## config.mk

```make
export PLATFORM = sky130hd
export DESIGN_NAME = mem_arbiter
export DESIGN_NICKNAME = d
export VERILOG_FILES = /design/src/rtl/mem_arbiter_pkg.sv /design/src/rtl/mem_arbiter_rr_pick2.sv /design/src/rtl/mem_arbiter.sv
export SDC_FILE = /design/constraint.sdc
export NUM_CORES = 1
export LEC_CHECK = 0
export CORE_MARGIN = 2
export CORE_UTILIZATION = 41
export CTS_CLUSTER_DIAMETER = 40
export DETAILED_ROUTE_END_ITERATION = 8
export HOLD_SLACK_MARGIN = 0.03
export PLACE_DENSITY = 0.81
export SETUP_SLACK_MARGIN = 0.4
export SLEW_MARGIN = 20
export SYNTH_ARGS = -nofsm -noshare
export SYNTH_HDL_FRONTEND = slang
export SYNTH_SLANG_ARGS = --single-unit
```

## constraint.sdc

```tcl
create_clock -name clk -period 2.23 [get_ports clk]
set_clock_uncertainty 0.15 [all_clocks]
set_input_delay 0.669 -clock clk [delete_from_list [all_inputs] [get_ports clk]]
set_output_delay 0.669 -clock clk [all_outputs]
set_load 0.1 [all_outputs]
```

## src/rtl/mem_arbiter_pkg.sv

```systemverilog
`default_nettype none
// ============================================================================
// mem_arb_pkg : shared types and constants for the memory arbiter
// Rev 1.0
// ============================================================================
package mem_arb_pkg;

  typedef enum logic [1:0] {
    IDLE   = 2'd0,
    ACCESS = 2'd1,
    DONE   = 2'd2
  } state_t;

  localparam logic ID_IF  = 1'b0;
  localparam logic ID_D   = 1'b1;
  localparam int   WAIT_W = 4;

endpackage
`default_nettype wire

```

## src/rtl/mem_arbiter_rr_pick2.sv

```systemverilog
`default_nettype none
// ============================================================================
// rr_pick2 : 2-way round-robin selector; req[0]=IF, req[1]=D
// Rev 1.0
// ============================================================================
module rr_pick2
  import mem_arb_pkg::*;
(
  input  logic       clk,
  input  logic       rst_n,
  input  logic [1:0] req,
  input  logic       upd,
  input  logic       upd_id,
  output logic       gnt_id,
  output logic       valid
);

  logic r_last;

  // Resetting to D makes IF the winner of the first tie.
  always_ff @(posedge clk or negedge rst_n) begin
    if (!rst_n) begin
      r_last <= ID_D;
    end else if (upd) begin
      r_last <= upd_id;
    end
  end

  always_comb begin
    valid = |req;
    if (req == 2'b11) begin
      gnt_id = ~r_last;
    end else begin
      gnt_id = req[1];
    end
  end

endmodule
`default_nettype wire

```

## src/rtl/mem_arbiter.sv

```systemverilog
`default_nettype none
// ============================================================================
// mem_arbiter : shares one single-port memory between IF and D requesters
// Rev 1.0
// ============================================================================
module mem_arbiter
  import mem_arb_pkg::*;
#(
  parameter int AW          = 32,
  parameter int DW          = 32,
  parameter int DEPTH       = 4096,
  parameter int WAIT_CYCLES = 0
) (
  input  logic          clk,
  input  logic          rst_n,
  input  logic          if_req,
  input  logic [AW-1:0] if_addr,
  output logic          if_ack,
  output logic [DW-1:0] if_rdata,
  input  logic          d_req,
  input  logic          d_we,
  input  logic [AW-1:0] d_addr,
  input  logic [DW-1:0] d_wdata,
  output logic          d_ack,
  output logic [DW-1:0] d_rdata,
  output logic          err,
  output logic          busy,
  output logic [AW-1:0] mem_addr,
  output logic [DW-1:0] mem_wdata,
  output logic          mem_wr,
  output logic          mem_rd,
  input  logic [DW-1:0] mem_rdata
);

  localparam logic [AW-1:0]     c_depth = AW'(DEPTH);
  localparam logic [WAIT_W-1:0] c_wait  = WAIT_W'(WAIT_CYCLES);

  state_t            r_state;
  logic              r_id;
  logic              r_we;
  logic [WAIT_W-1:0] r_cnt;

  logic              w_gnt_id;
  logic              w_valid;
  logic [AW-1:0]     w_addr;
  logic [DW-1:0]     w_wdata;
  logic              w_we;
  logic              w_oor;

  rr_pick2 u_rr (
    .clk    (clk),
    .rst_n  (rst_n),
    .req    ({d_req, if_req}),
    .upd    (r_state == DONE),
    .upd_id (r_id),
    .gnt_id (w_gnt_id),
    .valid  (w_valid)
  );

  always_comb begin
    w_addr  = w_gnt_id ? d_addr : if_addr;
    w_wdata = w_gnt_id ? d_wdata : '0;
    w_we    = w_gnt_id & d_we;
    w_oor   = (w_addr >= c_depth);
  end

  always_ff @(posedge clk or negedge rst_n) begin
    if (!rst_n) begin
      r_state   <= IDLE;
      r_id      <= ID_IF;
      r_we      <= 1'b0;
      r_cnt     <= '0;
      if_ack    <= 1'b0;
      if_rdata  <= '0;
      d_ack     <= 1'b0;
      d_rdata   <= '0;
      err       <= 1'b0;
      busy      <= 1'b0;
      mem_addr  <= '0;
      mem_wdata <= '0;
      mem_wr    <= 1'b0;
      mem_rd    <= 1'b0;
    end else begin
      if_ack <= 1'b0;
      d_ack  <= 1'b0;
      err    <= 1'b0;
      case (r_state)
        IDLE: begin
          if (w_valid) begin
            r_id  <= w_gnt_id;
            r_we  <= w_we;
            r_cnt <= c_wait;
            busy  <= 1'b1;
            if (w_oor) begin
              // Out-of-range: complete immediately without touching memory.
              r_state <= DONE;
              err     <= 1'b1;
              if (w_gnt_id == ID_D) begin
                d_ack   <= 1'b1;
                d_rdata <= '0;
              end else begin
                if_ack   <= 1'b1;
                if_rdata <= '0;
              end
            end else begin
              r_state   <= ACCESS;
              mem_addr  <= w_addr;
              mem_wdata <= w_wdata;
              mem_rd    <= ~w_we;
              mem_wr    <= w_we && (c_wait == '0);
            end
          end
        end
        ACCESS: begin
          if (r_cnt != '0) begin
            r_cnt  <= r_cnt - WAIT_W'(1);
            mem_wr <= r_we && (r_cnt == WAIT_W'(1));
          end else begin
            r_state   <= DONE;
            mem_addr  <= '0;
            mem_wdata <= '0;
            mem_wr    <= 1'b0;
            mem_rd    <= 1'b0;
            if (r_id == ID_D) begin
              d_ack   <= 1'b1;
              d_rdata <= r_we ? '0 : mem_rdata;
            end else begin
              if_ack   <= 1'b1;
              if_rdata <= mem_rdata;
            end
          end
        end
        DONE: begin
          r_state <= IDLE;
          busy    <= 1'b0;
        end
        default: begin
          r_state <= IDLE;
          busy    <= 1'b0;
        end
      endcase
    end
  end

  // The granted requester must keep its request up for the whole access.
  ap_req_held: assert property (@(posedge clk) disable iff (!rst_n)
    (r_state == ACCESS) |-> ((r_id == ID_D) ? d_req : if_req));

endmodule
`default_nettype wire

```

==> run summary <==
post-route minimum period -> 2680 ps
chip height -> 120 um
Ys Warns -> 0
Setup Crit Path Kind -> register to register
crit path max fanout -> 11
P&R area growth vs syn -> 128%
outcome -> finished with violations
HP Class -> input pin to async pin
Starting Density -> 42.0%
r2r worst-path depth -> 7
crit path DAT -> 2820 ps
Hold-fix buffers, CTS -> 0
CP startpoint kind -> register
Post-Synthesis Cell Area -> 0.00556 mm2
Final Cell Area -> 0.0126 mm2
leak pwr -> 5.80 nW
worst r2r src -> r_state[1]
Routed wire per std cell -> 36.6 um
setup TNS -> -29200 ps
pins over their slew limit -> 0
actual slew at the worst max-slew pin -> 674 ps
unrepaired setup endpoints after global routing -> true
Detailed Route WL -> 39000 um
final setup margin -> -446 ps
Mapped Nets -> 588
Mapped Cells -> 452
Cell Pwr Density -> 573 mW/mm2
post-DR vias/cell -> 6.76
hpwl dp -> 14200 um
first-pass GRT wire length -> 36900 um
GPL Wtd Cong -> 0.809
CTS buffer count -> 17
synth top area cells -> dfrtp_1 (64%), a22o_1 (10%), nand2_1 (5.0%)
post-synthesis sequential element count -> 143
register-to-register setup slack -> -450 ps
die area -> 0.0145 mm2
chip width -> 120 um
fin util -> 95.5%
period utilization -> 120%
gr usage total -> 34.5%
max cap viols -> 0
GRT overflow -> 0
H-tree levels -> 4
Worst setup EP type -> register
Detail Route Antenna Nets -> 0
number of buffers added on ports -> 266
Peak VDD IR -> 618 uV
placed cell count -> 901
post-route insts no fill -> 1067
vias in the first global route -> 6267
largest stage delay on the critical path -> 500 ps
failing checks -> setup timing
share of layout cells above drive strength 1 -> 49.7%
Peak Freq -> 0.374 GHz
number of remaining DRC errors -> 0
critical path required time -> 2370 ps
dpl ws -> -792 ps
Core Box Area -> 0.0132 mm2
CTS tree -> yes
synthesized area per cell -> 12.3 um2
total power -> 7.25 mW
largest net degree at the start of global routing -> 49
final setup vio count -> 135
io pins -> 267
Synth top area share -> 64.0%
DP Area -> 0.0101 mm2
Worst-Skew Late Latency -> 440 ps
drt pass-1 iters -> 6
post-synth top area cell -> dfrtp_1
nets@finish -> 1014
Final Hold Fails -> 0
DRT iter0 DRCs -> 1048
root buffer selected by CTS -> clkbuf_16
Clock Tree Buf Depth -> 2
Synth cell types -> 40
Worst-path clk slew -> 70 ps
row cnt -> 42
final hold slack -> 32.6 ps
via count -> 7217
CP cell instances -> nor2b_1 -> nand3_1 -> nand2_1 -> o31ai_4 -> buf_12 -> buf_16 -> a22o_1
Rel. slew slack -> 53.8%
crit path max-delay cell type -> dfrtp_1
sequential fraction of the synthesis area -> 64.4%
clk sinks -> 143
end of the worst register-to-register path -> mem_wdata[3]
initial antenna violation count -> 1
## worst max-delay path, delay by kind of cell, from the launching register on
family | cells | cell delay [ps]
AOI/OAI and AO/OA | 2 | 460
DFF | 1 | 500
buffers and inverters | 2 | 350
and+or+nand+nor | 3 | 1050
## cell usage after synthesis
| library cell | instances |
|---|---|
| mux2_2 | 1 |
| mux2i_1 | 13 |
| xor2_1 | 2 |
| dfstp_2 | 1 |
| and2_1 | 20 |
| nor3_1 | 3 |
| buf_4 | 7 |
| a22o_1 | 65 |
| o31ai_1 | 1 |
| nor2b_1 | 2 |
| o21a_1 | 2 |
| o21ai_0 | 6 |
| nor3_2 | 1 |
| nand2_1 | 74 |
| a21oi_1 | 33 |
| o22ai_1 | 1 |
| a221oi_1 | 1 |
| nor2_1 | 7 |
| nand3b_1 | 1 |
| nor3b_2 | 1 |
| clkbuf_1 | 6 |
| ha_1 | 3 |
| nand3_1 | 2 |
| nor2_2 | 1 |
| buf_2 | 15 |
| nand4b_1 | 1 |
| dfrtp_1 | 142 |
| a22oi_4 | 1 |
| nor4_1 | 10 |
| o2bb2ai_1 | 12 |
| nand4_2 | 1 |
| buf_6 | 2 |
| inv_1 | 5 |
| o31ai_2 | 1 |
| a21o_1 | 1 |
| mux2_1 | 1 |
| a311oi_1 | 1 |
| or2_2 | 1 |
| nand4_1 | 3 |
| a21boi_1 | 1 |
## what timing repair did
item | CTS | global route
gates resized for setup | 107 | 93
endpoints found under the setup margin | 269 | 271
pin swaps | 47 | 54
cloned | 9 | 7
setup buffers | 57 | 61
## metal layers
metal  global-route usage, %  vias to the layer above  wire (um)
met5                       0                        -          0
met4                    18.3                        0       4620
met3                    8.92                      364       4250
met2                    62.1                      853      18300
met1                    36.9                     3523      11900
li1                        -                     2477          -
## where the power goes
group          switching (mW)  internal [mW]  total (mW)
Clock                    1.32           1.97        3.29
Sequential             0.0593           2.64        2.70
Combinational           0.702          0.555        1.26
## cell type report
class,instances,area (um2)
flip-flops and latches,143,3590
multi-input cells,274,2430
repair buffers,437,5760
fillers,266,597
clock inverters,12,194
diodes,2,5.00
inverters,5,21.3
clock buffers,18,429
well taps,176,220
## placed cells by master, fill, tap and decap left out, drive strengths merged, types with 2 or more instances in the layout
master and n:
clkinvlp 2, xor2 2, mux2i 13, nor4 10, o21ai 6, bufinv 5, diode 2, o2bb2ai 12
nor2 8, clkinv 5, and2 20, dfrtp 142, buf 300, nor2b 2, nor3 4, dlygate4sd2 31
o31ai 2, ha 3, clkdlybuf4s50 94, a22o 65, nand2 74, nand4 4, clkbuf 26, a21oi 33
mux2 2, nand3 2, o21a 2, inv 5, clkdlybuf4s15 3
## sequential cells by signal, indices dropped and copies added, names as in the netlist, 2 cells and up
name and cells:
d_rdata 32, mem_wdata 32, r_cnt 4, if_rdata 32, r_state 2, mem_addr 32
## how the worst max path moves through the flow
stage          depth (start not counted)         from       endpoint
6_report                               7   r_state[1]   mem_wdata[3]
5_1_grt                                9   d_addr[13]   mem_wdata[5]
4_1_cts                               11  u_rr.r_last   mem_wdata[3]
3_5_place_dp                           7        d_req         mem_wr
3_3_place_gp                           7        d_req         mem_wr
2_1_floorplan                          7  if_addr[18]  mem_wdata[14]
## cell families (layout without fill, tap and decap cells)
| logic type | after synthesis | after routing | share of synthesized area (%) |
|---|---|---|---|
| compound gates | 126 | 126 | 17.4 |
| xor+xnor | 2 | 2 | 0.315 |
| fa+ha+maj | 3 | 3 | 0.676 |
| buf+inv | 35 | 472 | 3.45 |
| flops | 143 | 143 | 64.4 |
| mux | 15 | 15 | 2.75 |
| other cells | 0 | 2 | 0 |
| simple gates | 128 | 128 | 11.0 |
(Power assumes the default switching activity.)
